===== src/rtl/max_cut_sweep_ctrl.sv =====
// Exhaustive max-cut search engine: sweeps every node partition, evaluating one
// candidate edge per cycle, and keeps the first partition reaching the best cut.
module max_cut_sweep_ctrl #(
    parameter int  N_NODES = 5,
    parameter int  CNT_W   = 4,
    localparam int N_EDGES = N_NODES * (N_NODES - 1) / 2
) (
    input  logic               clk,
    input  logic               rst,
    input  logic               cfg_we,
    input  logic [N_EDGES-1:0] cfg_edges,
    input  logic [CNT_W-1:0]   cfg_thresh,
    input  logic               start,
    output logic               busy,
    output logic               done,
    output logic [CNT_W-1:0]   best_cut,
    output logic [N_NODES-1:0] best_part,
    output logic               thresh_met
);
    localparam int EW = (N_EDGES > 1) ? $clog2(N_EDGES) : 1;
    localparam logic [EW-1:0] LAST_EDGE = EW'(N_EDGES - 1);

    typedef enum logic [1:0] {S_IDLE, S_EVAL, S_DONE} state_t;

    state_t             state_q, state_d;
    logic [N_EDGES-1:0] mask_q, mask_d;
    logic [CNT_W-1:0]   thresh_q, thresh_d;
    logic [N_NODES-1:0] part_q, part_d;
    logic [EW-1:0]      edge_q, edge_d;
    logic [CNT_W-1:0]   run_cnt_q, run_cnt_d;
    logic               busy_q, busy_d;
    logic               done_q, done_d;
    logic [CNT_W-1:0]   best_cut_q, best_cut_d;
    logic [N_NODES-1:0] best_part_q, best_part_d;
    logic               thresh_met_q, thresh_met_d;

    logic [N_EDGES-1:0] cut_vec;
    logic [CNT_W-1:0]   cand;

    // Edge k for pair (i,j), i<j, in lexicographic order.
    for (genvar i = 0; i < N_NODES - 1; i++) begin : g_i
        for (genvar j = i + 1; j < N_NODES; j++) begin : g_j
            localparam int K = i * N_NODES - i * (i + 1) / 2 + (j - i - 1);
            assign cut_vec[K] = mask_q[K] & (part_q[i] ^ part_q[j]);
        end
    end

    assign cand = run_cnt_q + {{(CNT_W-1){1'b0}}, cut_vec[edge_q]};

    always_comb begin
        state_d      = state_q;
        mask_d       = mask_q;
        thresh_d     = thresh_q;
        part_d       = part_q;
        edge_d       = edge_q;
        run_cnt_d    = run_cnt_q;
        busy_d       = busy_q;
        done_d       = 1'b0;
        best_cut_d   = best_cut_q;
        best_part_d  = best_part_q;
        thresh_met_d = thresh_met_q;
        case (state_q)
            S_IDLE: begin
                if (cfg_we) begin
                    mask_d   = cfg_edges;
                    thresh_d = cfg_thresh;
                end
                if (start) begin
                    state_d      = S_EVAL;
                    busy_d       = 1'b1;
                    part_d       = '0;
                    edge_d       = '0;
                    run_cnt_d    = '0;
                    best_cut_d   = '0;
                    best_part_d  = '0;
                    thresh_met_d = 1'b0;
                end
            end
            S_EVAL: begin
                if (edge_q != LAST_EDGE) begin
                    run_cnt_d = cand;
                    edge_d    = edge_q + 1'b1;
                end else begin
                    // Strict compare keeps the lowest-numbered partition on ties.
                    if (cand > best_cut_q) begin
                        best_cut_d  = cand;
                        best_part_d = part_q;
                    end
                    run_cnt_d = '0;
                    edge_d    = '0;
                    if (part_q == '1) state_d = S_DONE;
                    else              part_d  = part_q + 1'b1;
                end
            end
            S_DONE: begin
                done_d       = 1'b1;
                thresh_met_d = (best_cut_q >= thresh_q);
                busy_d       = 1'b0;
                state_d      = S_IDLE;
            end
            default: state_d = S_IDLE;
        endcase
    end

    always_ff @(posedge clk or posedge rst) begin
        if (rst) begin
            state_q      <= S_IDLE;
            mask_q       <= '0;
            thresh_q     <= '0;
            part_q       <= '0;
            edge_q       <= '0;
            run_cnt_q    <= '0;
            busy_q       <= 1'b0;
            done_q       <= 1'b0;
            best_cut_q   <= '0;
            best_part_q  <= '0;
            thresh_met_q <= 1'b0;
        end else begin
            state_q      <= state_d;
            mask_q       <= mask_d;
            thresh_q     <= thresh_d;
            part_q       <= part_d;
            edge_q       <= edge_d;
            run_cnt_q    <= run_cnt_d;
            busy_q       <= busy_d;
            done_q       <= done_d;
            best_cut_q   <= best_cut_d;
            best_part_q  <= best_part_d;
            thresh_met_q <= thresh_met_d;
        end
    end

    assign busy       = busy_q;
    assign done       = done_q;
    assign best_cut   = best_cut_q;
    assign best_part  = best_part_q;
    assign thresh_met = thresh_met_q;
endmodule


===== config.mk =====
export PLATFORM = sky130hd
export DESIGN_NAME = max_cut_sweep_ctrl
export DESIGN_NICKNAME = d
export VERILOG_FILES = /design/src/rtl/max_cut_sweep_ctrl.sv
export SDC_FILE = /design/constraint.sdc
export NUM_CORES = 1
export LEC_CHECK = 0
export ABC_AREA = 1
export CAP_MARGIN = 20
export CORE_ASPECT_RATIO = 0.9
export CORE_MARGIN = 2
export CORE_UTILIZATION = 45
export CTS_BUF_LIST = sky130_fd_sc_hd__clkbuf_8
export DETAILED_ROUTE_END_ITERATION = 7
export PLACE_DENSITY = 0.67
export SLEW_MARGIN = 20
export SYNTH_ARGS = -nofsm -noshare
export SYNTH_HDL_FRONTEND = slang
export SYNTH_SLANG_ARGS = --single-unit

===== constraint.sdc =====
create_clock -name clk -period 3.8 [get_ports clk]
set_input_delay 0.76 -clock clk [delete_from_list [all_inputs] [get_ports clk]]
set_output_delay 0.76 -clock clk [all_outputs]
set_load 0.05 [all_outputs]

# After elaboration in Yosys (flattened, before gate mapping)
# Index checks and enable logic that the tools add are counted.
# W data, S select, Z words.
# totals
ff_bits	41
latch_bits	0
ramBits	0
mem_bits_ro	0
input_bits	18
elab_cells	81
memories	0
# op_classes
add_sub_neg	3
n_mul	0
div	0
n_lt_le_gt_ge	3
n_eq_ne	9
shifts	0
mux	26
n_bitwise	20
reduce_logical	9
# ops
cell	n
$mux W5	5
$pmux W4 S2	3
$mux W4	5
$pmux W5 S2	2
$and A1 B1 Y1	10
$ne A2 B2 Y1 const B	5
$xor A1 B1 Y1	10
$reduce_and A4 Y1	2
$mux W2	3
$reduce_and A2 Y1	3
$add A5 B1 Y5 const B	1
$eq A5 B5 Y1 const B	1
$lt A4 B5 Y1 const B	1
$add A4 B1 Y4	1
$add A4 B1 Y4 const B	1
$bmux W1 S4	1
$ge A4 B4 Y1	1
$gt A4 B4 Y1	1
$mux W1	4
$ne A4 B4 Y1 const B	1
$pmux W1 S2	2
$pmux W2 S2	1
$reduce_bool A2 Y1	2
$reduce_and A3 Y1	1
other kinds (3)	3

# Longest topological paths before layout
# depth
depth_word	9
ltp_mapped	23

# Least setup slack after synthesis
# Ideal clock, no wire load.
# synth_timing
kind	register to register
startpoint	register part_q[2]
endpoint	register best_cut_q[0] (netlist: best_cut[0])
setup_time_ns	0.120
arrival_ns	2.697
t_required_ns	3.680
setup_slack_ns	0.983
stages_incl_launch_ff	24
n_path_buf	0
period_less_slack_ns	2.817
path_cell_list	dfrtp_1 > ha_1 > nand3_1 > nand2_1 > inv_1 > nand2_1 > nand2_1 > nand2_1 > nand3_1 > nand2_1 > ha_1 > ha_1 > xnor2_1 > inv_1 > ha_1 > nand2_1 > inv_1 > nand2_1 > nand2_1 > nand2_1 > nand2_1 > nand2_4 > nand2_1 > nand2_1
# synth_between
elab_chain_cells	8
# synth_lines
item	line_no	rtl
from (decl)	28	logic [N_NODES-1:0] part_q, part_d;
from (signal assigned)	122	part_q <= part_d;
$xor A1 B1 Y1	44	assign cut_vec[K] = mask_q[K] & (part_q[i] ^ part_q[j]);
$and A1 B1 Y1	44	
$bmux W1 S4 *	48	assign cand = run_cnt_q + {{(CNT_W-1){1'b0}}, cut_vec[edge_q]};
$mux W1 (not written as such) *	48	
$add A4 B1 Y4 *	48	
$gt A4 B4 Y1 or $mux W4 (tied branches)	85	if (cand > best_cut_q) begin
$ne A2 B2 Y1 (no line) or $mux W4 (tied branches)	n/a	
$reduce_and A4 Y1 (no line) or $pmux W4 S2 (tied branches)	n/a	
to (signal assigned)	127	best_cut_q <= best_cut_d;
to (decl)	33	logic [CNT_W-1:0] best_cut_q, best_cut_d;
# Every way passes the cells marked *; elsewhere a longest branch is shown, timed or not. The select of a mux whose other input is x is not followed.
# A chain may end at the register's enable or synchronous reset.

# Worst setup path after layout
# layout_timing
startpoint	register part_q[0]
endpoint	register best_part_q[1] (netlist: best_part[1])
# layout_between
elab_chain_cells	8
# layout_lines
item	line_no	rtl
$xor A1 B1 Y1	44	
$and A1 B1 Y1	44	
$bmux W1 S4 *	48	
$mux W1 (not written as such) *	48	
$add A4 B1 Y4 *	48	
$gt A4 B4 Y1 *	85	
$ne A2 B2 Y1 (no line) *	n/a	
$reduce_and A4 Y1 (no line) *	n/a	
to (signal assigned)	128	best_part_q <= best_part_d;
to (decl)	34	logic [N_NODES-1:0] best_part_q, best_part_d;
# Marked as above.

==> results by group <==
Setup path
  • Arr. time, crit path: 3.40 ns
  • R2R depth: 23
  • Setup CP Type: flop to flop
  • Worst setup SP type: flop
  • Worst-path fanout max: 10
  • R2R Path Start: part_q[0]$_DFFE_PP0P_
  • CP max-delay cell: dfrtp_1
  • CP Capture Type: flop
  • CP cell instances: ha_1, nand2_1, nor2_1, nor2_1, nand2_1, nand3_1, nand2_1, nand3_1, nand2_1, ha_1, ha_1, xnor2_1, inv_1, ha_1, nand2_1, inv_1, nand2_1, nand2_1, nand2_1, nand2_1, nand2_4, nand2_1, nand2_1
  • CP max stage delay: around 0.44 ns
  • Req. time, crit path: 3.99 ns
  • R2r endpoint: best_part[1]$_DFFE_PP0P_
  • Most common cell on crit path: nand2_1
  • R2R setup slack: 0.59 ns

Floorplan
  • Die W: 79.2 um
  • Die ar.: roughly 5700 um^2
  • Initial Util: 47.1%
  • FP Rows: 24
  • Core area: 4860 um^2
  • Die Y: 71.7 um
  • # IOs: 30

STA
  • Final Hold Fails: 0
  • Final min period: 3.21 ns
  • Rel. slew slack: 38.4%
  • Layout Skew: 0.00666 ns
  • Setup TNS Final: 0 ns
  • Unrepaired setup endpoints after global routing: false
  • Slew @ Worst Pin: 0.922 ns
  • # setup viols final: 0
  • Slew Viols, Final: 0
  • Tcrit/Tclk final: between 80% and 90%
  • FMAX: 0.311 GHz
  • Worst setup margin: just under 0.6 ns

Global route
  • Largest net degree at the start of global routing: 26
  • Vias in the first global route: 1759
  • First-pass GRT wire length: about 8000 um
  • Congestion Overflow GR: 0
  • Initial antenna violation count: 0
  • GRT Overall Usage: 18.1%

Detailed routing
  • Residual DRC: 0
  • Vias: 1771
  • First-pass detailed-route iteration total: 4
  • Vias/cell: 4.93
  • Routed Wire Length: 4490 um
  • Final ANT Viol Nets: 0
  • Wirelength per Cell: 12.5 um
  • Initial drt markers: just over 100

Synthesis
  • YS warnings: 0
  • Synth unique cells: 35
  • Largest cells by area after synthesis: dfrtp_1 45%, nand2_1 10%, ha_1 8.7%
  • Sequential fraction of the synthesis area: ~45%
  • Syn nets: 292
  • Post-synth top area cell: dfrtp_1
  • Syn Std Cell Area: 2290 um^2
  • Mapped Cells: 258
  • Mean Syn Cell Area: 8.88 um^2
  • Flops & latches, synth: 41
  • Top cell type's share of synthesized area: 44.8%

Clocking
  • Clk slew on worst S/H paths: 0.08 ns
  • Cts hold-fix bufs: 0
  • Skew-Pair Late Insertion Delay: roughly 0.29 ns
  • CTS H-tree depth: 2
  • Post-CTS Setup Bufs: 0
  • CTS Buffer Depth: 2
  • Total CTS buffers: 5
  • CTS root buf: clkbuf_8
  • Clk sinks: 41
  • TritonCTS clock tree: done
  • Gates resized, CTS repair: 0

Worst hold path
  • Min-Delay Path Class: flop to flop
  • HP Start: best_part[3]$_DFFE_PP0P_
  • Worst hold stages: 2
  • WHS Endpoint: best_part[3]$_DFFE_PP0P_

Status
  • Run status: completed

Cells and area
  • N_diodes: 0
  • Core Util, Final: 56.9%
  • Commonest non-fill, non-tap cell in the layout: nand2_1
  • Synthesis-to-finish area growth: 20.8%
  • Layout cells sized above 1: about an eighth
  • Most frequent cells in the layout: 61 x nand2_1, 41 x dfrtp_1, 29 x clkdlybuf4s50_1, 28 x inv_1
  • Nets@finish: 327

Place
  • Detailed placer's ending HPWL: 3440 um
  • # port buffers: 29
  • Place WS: 0.597 ns
  • Placer Congestion: 0.856

Job
  • Max-cap viol count: 0

Pwr
  • Leakage power: 1.47 nW
  • Peak supply drop: 183 uV
  • Tot Pwr: 0.000824 W
  • PD cells: between 200 and 300 nW/um^2
registers in the layout (all words and copies together), names as in the netlist:
signal / flops
mask_q: 10
best_part: 5
part_q: 5
best_cut: 4
edge_q: 4
run_cnt_q: 4
thresh_q: 4
state_q: 2
busy: 1
done: 1
thresh_met: 1
worst max-delay path by stage:
stage	slack, ns	start	endpoint
after floorplan	0.98	part_q[2]$_DFFE_PP0P_	best_cut[0]$_DFFE_PP0P_
after global placement	0.65	part_q[0]$_DFFE_PP0P_	best_cut[3]$_DFFE_PP0P_
after detailed placement	0.60	part_q[0]$_DFFE_PP0P_	best_part[2]$_DFFE_PP0P_
after CTS	0.58	part_q[0]$_DFFE_PP0P_	best_part[2]$_DFFE_PP0P_
after global routing	0.27	part_q[0]$_DFFE_PP0P_	best_part[2]$_DFFE_PP0P_
final	0.59	part_q[0]$_DFFE_PP0P_	best_part[1]$_DFFE_PP0P_
worst max-delay path, delay by kind of cell, from the launching register on:
family	cells	cell delay, ns
and+or+nand+nor	16	1.22
adders and majority gates	4	0.99
DFF	1	0.44
xor gates and xnor gates	1	0.29
buffers and inverters	2	0.15
cell usage after synthesis, drive strengths merged:
cell type and n:
nand2 65, dfrtp 41, inv 33, nor2 24
nand3 23, ha 16, o21ai 13, mux2 10
a21oi 9, xor2 4, buf 3, nand3b 3
o22ai 3, nor3 2, xnor2 2, a21boi 1
a22o 1, a32o 1, clkinv 1, o211ai 1
o21bai 1, or2 1
through the flow:
step	hold WS (ns)	area (um^2)	cells
global placement	0.477	2650	351
CTS	0.485	2770	359
detailed placement	0.464	2650	351
floorplan	0.472	2290	258
global route	0.524	2770	359
finish	0.484	2770	359
report_power, final:
part,switching [W],internal (W)
clock network,0.000149,0.000212
registers,0,0.000436
logic,0.0000109,0.0000166
per-layer routing:
layer	vias to the layer above	GRT usage (%)	routed length, um
li1	915	-	-
met1	816	26.6	2400
met2	35	26.8	1840
met3	5	3.65	178
met4	0	6.32	64
met5	-	0	0
layout make-up:
cell class | instances | area, um^2
Fill cell | 451 | 2100
Multi-Input combinational cell | 180 | 1110
Sequential cell | 41 | 1030
Timing Repair Buffer | 31 | 305
Inverter | 34 | 130
Clock buffer | 6 | 82.6
Tap cell | 65 | 81.3
Clock inverter | 2 | 33.8
cells by family after synthesis:
family          share of synthesized area (%)
fa+ha+maj                                8.74
simple gates                             23.8
buf+inv                                  6.88
compound gates                           8.25
xor+xnor                                 2.29
flops                                    44.8
mux                                      5.24
No activity file was read; power rests on OpenSTA's default activity.
